===== src/rtl/sw_in_ctrl_if.sv =====
// rtl/sw_in_ctrl_if.sv - input FIFO, arbiter and crossbar signal bundle for sw_in_ctrl
// master is the controller side, slave is the FIFO/arbiter/crossbar side.
interface sw_in_ctrl_if #(
  parameter int DW = 32
);
  logic [DW-1:0] in_data;
  logic          in_tail;
  logic          in_empty;
  logic          in_pop;
  logic          req0, req1, req2, req3;
  logic          ack0, ack1, ack2, ack3;
  logic          out_full;
  logic [DW-1:0] out_data;
  logic          out_valid;
  logic          out_tail;
  logic [1:0]    out_dst;

  modport master (
    input  in_data, in_tail, in_empty, ack0, ack1, ack2, ack3, out_full,
    output in_pop, req0, req1, req2, req3, out_data, out_valid, out_tail, out_dst
  );

  modport slave (
    output in_data, in_tail, in_empty, ack0, ack1, ack2, ack3, out_full,
    input  in_pop, req0, req1, req2, req3, out_data, out_valid, out_tail, out_dst
  );
endinterface


===== src/rtl/sw_in_ctrl.sv =====
// rtl/sw_in_ctrl.sv - per-input-port packet controller for the 4-way switch
// Defining SW_IN_CTRL_STATS_EN adds the pkt_cnt/wait_cnt statistics outputs.
module sw_in_ctrl #(
  parameter int DW      = 32,
  parameter int DST_LSB = 0
) (
  input  logic         clk,
  input  logic         rst,
  sw_in_ctrl_if.master bus
`ifdef SW_IN_CTRL_STATS_EN
  ,
  output logic [15:0]  pkt_cnt,
  output logic [15:0]  wait_cnt
`endif
);

  typedef enum logic [1:0] {IDLE, REQ, XFER, REL} state_e;

  state_e        state_q, state_d;
  logic [1:0]    dst_q, dst_d;
  logic [3:0]    req_q, req_d;
  logic [DW-1:0] out_data_q, out_data_d;
  logic          out_valid_q, out_valid_d;
  logic          out_tail_q, out_tail_d;
  logic [1:0]    out_dst_q, out_dst_d;
  logic [3:0]    ack_vec;
  logic          ack_sel;
  logic          pop;

  assign ack_vec = {bus.ack3, bus.ack2, bus.ack1, bus.ack0};
  assign ack_sel = ack_vec[dst_q];

  // A pending reset wins over a pop so no flit is lost from the FIFO on the reset edge.
  assign pop = (state_q == XFER) && ack_sel && !bus.in_empty && !bus.out_full && !rst;

  always_comb begin
    state_d     = state_q;
    dst_d       = dst_q;
    req_d       = req_q;
    out_data_d  = out_data_q;
    out_tail_d  = out_tail_q;
    out_dst_d   = out_dst_q;
    out_valid_d = 1'b0;
    case (state_q)
      IDLE: begin
        if (!bus.in_empty) begin
          dst_d   = bus.in_data[DST_LSB +: 2];
          req_d   = 4'b0001 << bus.in_data[DST_LSB +: 2];
          state_d = REQ;
        end
      end
      REQ: begin
        if (ack_sel) begin
          state_d = XFER;
        end
      end
      XFER: begin
        if (pop) begin
          out_data_d  = bus.in_data;
          out_tail_d  = bus.in_tail;
          out_dst_d   = dst_q;
          out_valid_d = 1'b1;
          if (bus.in_tail) begin
            req_d   = 4'b0000;
            state_d = REL;
          end
        end
      end
      REL: begin
        state_d = IDLE;
      end
      default: begin
        state_d = IDLE;
      end
    endcase
  end

  always_ff @(posedge clk) begin
    if (rst) begin
      state_q     <= IDLE;
      dst_q       <= 2'd0;
      req_q       <= 4'b0000;
      out_data_q  <= '0;
      out_valid_q <= 1'b0;
      out_tail_q  <= 1'b0;
      out_dst_q   <= 2'd0;
    end else begin
      state_q     <= state_d;
      dst_q       <= dst_d;
      req_q       <= req_d;
      out_data_q  <= out_data_d;
      out_valid_q <= out_valid_d;
      out_tail_q  <= out_tail_d;
      out_dst_q   <= out_dst_d;
    end
  end

  assign bus.in_pop    = pop;
  assign bus.req0      = req_q[0];
  assign bus.req1      = req_q[1];
  assign bus.req2      = req_q[2];
  assign bus.req3      = req_q[3];
  assign bus.out_data  = out_data_q;
  assign bus.out_valid = out_valid_q;
  assign bus.out_tail  = out_tail_q;
  assign bus.out_dst   = out_dst_q;

`ifdef SW_IN_CTRL_STATS_EN
  logic [15:0] pkt_cnt_q, pkt_cnt_d;
  logic [15:0] wait_cnt_q, wait_cnt_d;

  // Both counters wrap naturally at 16 bits.
  assign pkt_cnt_d  = pkt_cnt_q + {15'd0, pop && bus.in_tail};
  assign wait_cnt_d = wait_cnt_q + {15'd0, state_q == REQ};

  always_ff @(posedge clk) begin
    if (rst) begin
      pkt_cnt_q  <= 16'd0;
      wait_cnt_q <= 16'd0;
    end else begin
      pkt_cnt_q  <= pkt_cnt_d;
      wait_cnt_q <= wait_cnt_d;
    end
  end

  assign pkt_cnt  = pkt_cnt_q;
  assign wait_cnt = wait_cnt_q;
`endif

endmodule


===== src/flat_wrapper.sv =====
// flat-port wrapper written by rule: the top's interface ports become plain ports
module sw_in_ctrl_flat 
#(
  parameter int DW      = 32,
  parameter int DST_LSB = 0
)
  (clk, rst, bus_in_data, bus_in_tail, bus_in_empty, bus_ack0, bus_ack1, bus_ack2, bus_ack3, bus_out_full, bus_in_pop, bus_req0, bus_req1, bus_req2, bus_req3, bus_out_data, bus_out_valid, bus_out_tail, bus_out_dst);
  sw_in_ctrl_if #(.DW(DW)) bus_i ();
  input  logic clk;
  input  logic rst;
  input wire logic [$bits(bus_i.in_data)-1:0] bus_in_data;
  input wire logic [$bits(bus_i.in_tail)-1:0] bus_in_tail;
  input wire logic [$bits(bus_i.in_empty)-1:0] bus_in_empty;
  input wire logic [$bits(bus_i.ack0)-1:0] bus_ack0;
  input wire logic [$bits(bus_i.ack1)-1:0] bus_ack1;
  input wire logic [$bits(bus_i.ack2)-1:0] bus_ack2;
  input wire logic [$bits(bus_i.ack3)-1:0] bus_ack3;
  input wire logic [$bits(bus_i.out_full)-1:0] bus_out_full;
  output wire logic [$bits(bus_i.in_pop)-1:0] bus_in_pop;
  output wire logic [$bits(bus_i.req0)-1:0] bus_req0;
  output wire logic [$bits(bus_i.req1)-1:0] bus_req1;
  output wire logic [$bits(bus_i.req2)-1:0] bus_req2;
  output wire logic [$bits(bus_i.req3)-1:0] bus_req3;
  output wire logic [$bits(bus_i.out_data)-1:0] bus_out_data;
  output wire logic [$bits(bus_i.out_valid)-1:0] bus_out_valid;
  output wire logic [$bits(bus_i.out_tail)-1:0] bus_out_tail;
  output wire logic [$bits(bus_i.out_dst)-1:0] bus_out_dst;
  assign bus_i.in_data = bus_in_data;
  assign bus_i.in_tail = bus_in_tail;
  assign bus_i.in_empty = bus_in_empty;
  assign bus_i.ack0 = bus_ack0;
  assign bus_i.ack1 = bus_ack1;
  assign bus_i.ack2 = bus_ack2;
  assign bus_i.ack3 = bus_ack3;
  assign bus_i.out_full = bus_out_full;
  assign bus_in_pop = bus_i.in_pop;
  assign bus_req0 = bus_i.req0;
  assign bus_req1 = bus_i.req1;
  assign bus_req2 = bus_i.req2;
  assign bus_req3 = bus_i.req3;
  assign bus_out_data = bus_i.out_data;
  assign bus_out_valid = bus_i.out_valid;
  assign bus_out_tail = bus_i.out_tail;
  assign bus_out_dst = bus_i.out_dst;
  sw_in_ctrl #(.DW(DW), .DST_LSB(DST_LSB)) u_core (.clk(clk), .rst(rst), .bus(bus_i));
endmodule

===== config.mk =====
export PLATFORM = sky130hd
export DESIGN_NAME = sw_in_ctrl_flat
export DESIGN_NICKNAME = d
export VERILOG_FILES = /design/src/rtl/sw_in_ctrl_if.sv /design/src/rtl/sw_in_ctrl.sv /design/src/flat_wrapper.sv
export SDC_FILE = /design/constraint.sdc
export NUM_CORES = 1
export LEC_CHECK = 0
export CAP_MARGIN = 10
export CORE_AREA = 2 2 68 70
export DETAILED_ROUTE_END_ITERATION = 10
export DIE_AREA = 0 0 70 72
export PLACE_DENSITY_LB_ADDON = 0.08
export SLEW_MARGIN = 20
export SYNTH_ARGS = -nofsm -noshare
export SYNTH_HDL_FRONTEND = slang
export SYNTH_SLANG_ARGS = --single-unit

===== constraint.sdc =====
create_clock -name clk -period 1.97 [get_ports clk]
set_input_delay 0.394 -clock clk [delete_from_list [all_inputs] [get_ports clk]]
set_output_delay 0.394 -clock clk [all_outputs]
set_load 0.02 [all_outputs]

Word-level counts from Yosys, hierarchy flattened
Cells that the tools add are included.
{"block": "word_totals", "out_inout_bits": 41, "register_bits": 44}
{"block": "classes", "muxes": 12, "order_cmp": 1, "n_eq_ne": 7, "reduce_logical": 14, "n_bitwise": 2, "shift": 1}
{"op": "4-bit two-way mux", "n": 3}
{"op": "2-bit two-way mux", "n": 4}
{"op": "2-bit one-hot mux with 4 select lines", "n": 1}
{"op": "4-bit one-hot mux with 2 select lines", "n": 1}
{"op": "4-bit AND reduction", "n": 2}
{"op": "2-bit != test (second input constant)", "n": 3}
{"op": "2-bit equality test (second input constant)", "n": 2}
{"op": "1-bit logical AND", "n": 4}
{"op": "2-bit AND reduction", "n": 2}
{"op": "1-bit by 2-bit left shift with 4-bit output (first input constant)", "n": 1}
{"op": "1-bit zero test", "n": 3}
{"op": "2-bit by 3-bit less-than comparator with 1-bit output (second input constant)", "n": 1}
{"op": "1-bit binary-select mux with 2-bit select", "n": 1}
{"op": "2-bit by 1-bit equality test with 1-bit output (second input constant)", "n": 1}
{"op": "2-bit zero test", "n": 1}
{"op": "1-bit two-way mux", "n": 2}
{"op": "2-bit by 1-bit != test with 1-bit output (second input constant)", "n": 1}
{"op": "1-bit inverter", "n": 2}
{"op": "2-bit nonzero test", "n": 1}
{"op": "2-bit OR reduction", "n": 1}

Logic depth before layout (Yosys ltp)
Gate-level depths: netlist of run 1.
{"block": "logic_depth", "depth_word": 8, "ltp_mapped": 9, "depth_no_buf": 7}

Least setup slack after synthesis of run 1
No wires, ideal clock.
{"block": "synth_timing", "kind": "register to output", "start": "register u_core.state_q[0]", "end": "output bus_in_pop", "stages_incl_launch_ff": 8, "setup_slack_ps": 142, "path_buffers": 2, "t_arrival_ps": 1434, "required_time_ps": 1576, "path_cell_list": "dfxtp_1 -> inv_1 -> ha_1 -> nor4b_2 -> nand2_4 -> inv_2 -> buf_6 -> buf_2"}
{"block": "synth_via", "elab_chain_cells": 5}
{"item": "start, declared", "line_no": "sw_in_ctrl.sv:19", "source": "state_e state_q, state_d;"}
{"item": "start signal, assigned", "line_no": "sw_in_ctrl.sv:88", "source": "state_q <= state_d;"}
{"item": "2-bit equality test", "line_no": "sw_in_ctrl.sv:34", "source": "assign pop = (state_q == XFER) && ack_sel && !bus.in_empty && !bus.out_full && !rst;"}
{"item": "1-bit logical AND (4 in series)", "line_no": "sw_in_ctrl.sv:34"}
{"item": "end, declared", "line_no": "flat_wrapper.sv:19", "source": "output wire logic [$bits(bus_i.in_pop)-1:0] bus_in_pop;"}
Every way passes these cells.

Worst setup path in the final report of run 1
{"block": "layout_timing", "start": "input bus_in_empty", "end": "output bus_in_pop"}
{"block": "layout_via", "elab_chain_cells": 4}
{"item": "start, declared", "line_no": "flat_wrapper.sv:13", "source": "input wire logic [$bits(bus_i.in_empty)-1:0] bus_in_empty;"}
{"item": "1-bit zero test", "line_no": "sw_in_ctrl.sv:34"}
{"item": "1-bit logical AND (3 in series)", "line_no": "sw_in_ctrl.sv:34"}
Every way passes these cells.

==> run summary, run 1 <==
- final number of setup-violating endpoints: 0
- peak supply drop: 557 µV
- data required time of the critical path: 1.58 ns
- setup slack at placement: -0.395 ns
- DRT iter0 DRCs: 60
- number of global-route vias before repair: 1,507
- number of antenna violations at the first check in global routing: 0
- Die ar.: 0.00504 mm²
- number of cells produced by synthesis: 202
- Sw Pwr: 0.000557 W
- setup skew after layout: 0.00617 ns
- total clock sinks: 44
- total number of placement rows: 24
- hold violation count in the final report: 0
- # fillers: 415
- syn avg cell area: 8.33 µm²
- min Tclk post-route: 1.89 ns
- #FFs+latches synth: 44
- number of nets produced by synthesis: 246
- placement-stage cell area: 0.00257 mm²
- total overflow reported by the global router: 0
- pin count of the biggest net entering global routing: 47
- DRT antenna net count: 0
- number of buffers created by CTS: 5
- type of element capturing the critical path: primary output
- switching power as a share of total power: 0.249
- standard cell core area: 0.00426 mm²
- P_leak: 1.02 nW
- post-layout utilization of the core: 0.640
- share of total power in the clock network: 0.334
- estimated wirelength of the detail-placed design: 2790 µm
- Power, Total: 0.00223 W
- critical path data arrival time: 1.49 ns
- post-layout instance area: 0.00273 mm²
- Post-Synthesis Cell Area: 0.00168 mm²
- # Max-Cap Violations: 0
- Peak Freq: 530 MHz
- die boundary height: 72 µm
- CTS tree: yes
- CTS H-Tree Depth: 2
- number of warning messages in the yosys log: 0
- clock transition at the registers of the reported paths: 0.08 ns
- total wirelength of the detailed-routed design: 4070 µm
- cell at the root of the clock tree: sky130_fd_sc_hd__clkbuf_8
- unrepaired setup endpoints after global routing: no
- number of buffers inserted by hold repair at cts: 0
- wire length of the first global-routing pass: 6670 µm
- portion of the clock cycle consumed by the worst path in the final layout: 0.957
- most common cell after layout, fill and taps aside: sky130_fd_sc_hd__clkdlybuf4s50_1
- Distinct cells, synth: 23
- type of element launching the critical path: primary input
- Die Wd: 70 µm
- clock latency on the worst-skew pair: 0.29 ns
- number of top-level pins: 82
- Rel. slew slack: 0.690
- drt drc: 0
- maximum clock insertion buffer count: 2
- gpl congestion: 0.720
- measured slew at the worst slew-check pin: 0.465 ns
- total number of vias: 1,607
- startpoint-to-endpoint class of the critical path: primary input to primary output
- cell area power density: 818 mW/mm²
- initial core utilization: 0.395
- Power Internal: 0.00168 W
- routed vias/inst: 4.69
- Slew Limit Fails: 0
- classification of the worst-slack hold path: flip-flop to flip-flop
- final antenna diode count: 0
- area of the multi-input gates: 726 µm²
- DR pass1 iterations: 4
- synthesis-to-finish area growth: 62.2%
- CP Max Fanout: 2
- sequential area share after synthesis: 0.523
- Setup TNS Final: 0 ns
- share of power burned in registers: 0.432
- layout net count: 334
- share of layout cells above drive strength 1: 0.0962
- outcome: complete, no violations
- commonest cells after routing, fill and taps aside: sky130_fd_sc_hd__clkdlybuf4s50_1, sky130_fd_sc_hd__nand2_1, sky130_fd_sc_hd__dfxtp_1
- quantity of I/O buffers inserted on ports: 81
- total area of sequential cells: 881 µm²
- worst setup margin: 0.0842 ns
- total global routing track utilization: 0.164
- wire length per cell: 11.9 µm
- Comb pwr share: 0.234
-- per-layer routing --
layer	vias to the layer above	GRT usage	share of wire	wire length, µm
met3	5	0.0514	0.071	289
li1	828	-	-	-
met1	729	0.199	0.43	1750
met4	0	0.0641	0.013	53
met2	45	0.274	0.49	1980
met5	-	0	0	0
-- logic make-up (layout without fill, tap and decap cells) --
| kind of cell | after synthesis | after routing | synth area share |
|---|---|---|---|
| compound gates | 40 | 40 | 0.127 |
| fa+ha+maj | 3 | 3 | 0.0223 |
| simple gates | 89 | 89 | 0.227 |
| flops | 44 | 44 | 0.523 |
| mux | 8 | 8 | 0.0550 |
| buf+inv | 18 | 107 | 0.0454 |
-- final cells by class --
class,instances,share of cell area
Tap cell,52,0.0238
Inverter,6,0.00917
Clock buffer,7,0.0353
Sequential cell,44,0.323
Multi-Input combinational cell,140,0.266
Clock inverter,1,0.0110
Timing Repair Buffer,93,0.332
-- cell usage after synthesis (all sizes together) --
cell type / count / area [µm²]
o21a: 1 / 7.51
nor2b: 1 / 6.26
mux2i: 7 / 70.1
or2: 1 / 6.26
a22oi: 1 / 12.5
nand3b: 1 / 7.51
a22o: 1 / 8.76
nand2: 72 / 278
mux4: 1 / 22.5
a21oi: 37 / 185
dfxtp: 44 / 881
nor4b: 1 / 15.0
nor3: 1 / 5.00
ha: 3 / 37.5
inv: 6 / 22.5
clkbuf: 10 / 37.5
nand2b: 7 / 43.8
nand3: 1 / 5.00
nor2: 4 / 15.0
buf: 2 / 16.3
-- power by group through the flow --
stage          combinational, W  clock [W]  sequential [W]
2_1_floorplan          0.000259          0         0.00102
3_3_place_gp           0.000523          0        0.000986
3_5_place_dp           0.000522          0        0.000987
4_1_cts                0.000525   0.000772        0.000967
5_1_grt                0.000567   0.000806        0.000973
6_report               0.000522   0.000746        0.000965
-- through the flow --
step,hold WS [ns],instances
finish,0.454,343
floorplan,0.449,202
detailed placement,0.446,333
CTS,0.458,342
global placement,0.442,333
global route,0.472,343
-- worst max-delay path, stage by stage --
cell and delay [ns]:
sky130_fd_sc_hd__clkdlybuf4s50_1 0.44, sky130_fd_sc_hd__nor4b_2 0.38, sky130_fd_sc_hd__nand2_4 0.09, sky130_fd_sc_hd__inv_4 0.07, sky130_fd_sc_hd__buf_6 0.11
-- flip-flops by register name, indices dropped and copies added, names as in the netlist --
register and flops:
u_core.req_q 4, u_core.bus.out_tail 1, u_core.dst_q 2, u_core.bus.out_data 32
u_core.state_q 2, u_core.bus.out_valid 1, u_core.bus.out_dst 2
-- path summary, 6_finish.rpt --
check                                                             to  depth (start not counted)                            startpoint  slack [ns]
worst max-delay path                                      bus_in_pop                          5                          bus_in_empty        0.08
worst min-delay path            u_core.bus.out_data[17]$_SDFFE_PP0P_                          2  u_core.bus.out_data[17]$_SDFFE_PP0P_        0.45
worst max register to register          u_core.req_q[2]$_SDFFE_PP0P_                          6          u_core.dst_q[0]$_SDFFE_PP0P_        0.20
worst min register to register  u_core.bus.out_data[17]$_SDFFE_PP0P_                          2  u_core.bus.out_data[17]$_SDFFE_PP0P_        0.45
-- timing repair --
item                                   4_1_cts  5_1_grt
gates resized for setup                      8        5
endpoints found under the hold margin        0        0
pin swaps                                    2        2
setup buffers                                1        1
setup endpoints to repair                    3       20
No activity file was read; power rests on OpenSTA's default activity.
==> run 2, diff against run 1 <==
Settings changed: GPL_ROUTABILITY_DRIVEN from default to 1.
==> results of run 2 <==
No change in the layout: final DEF, timing and power equal those of run 1.
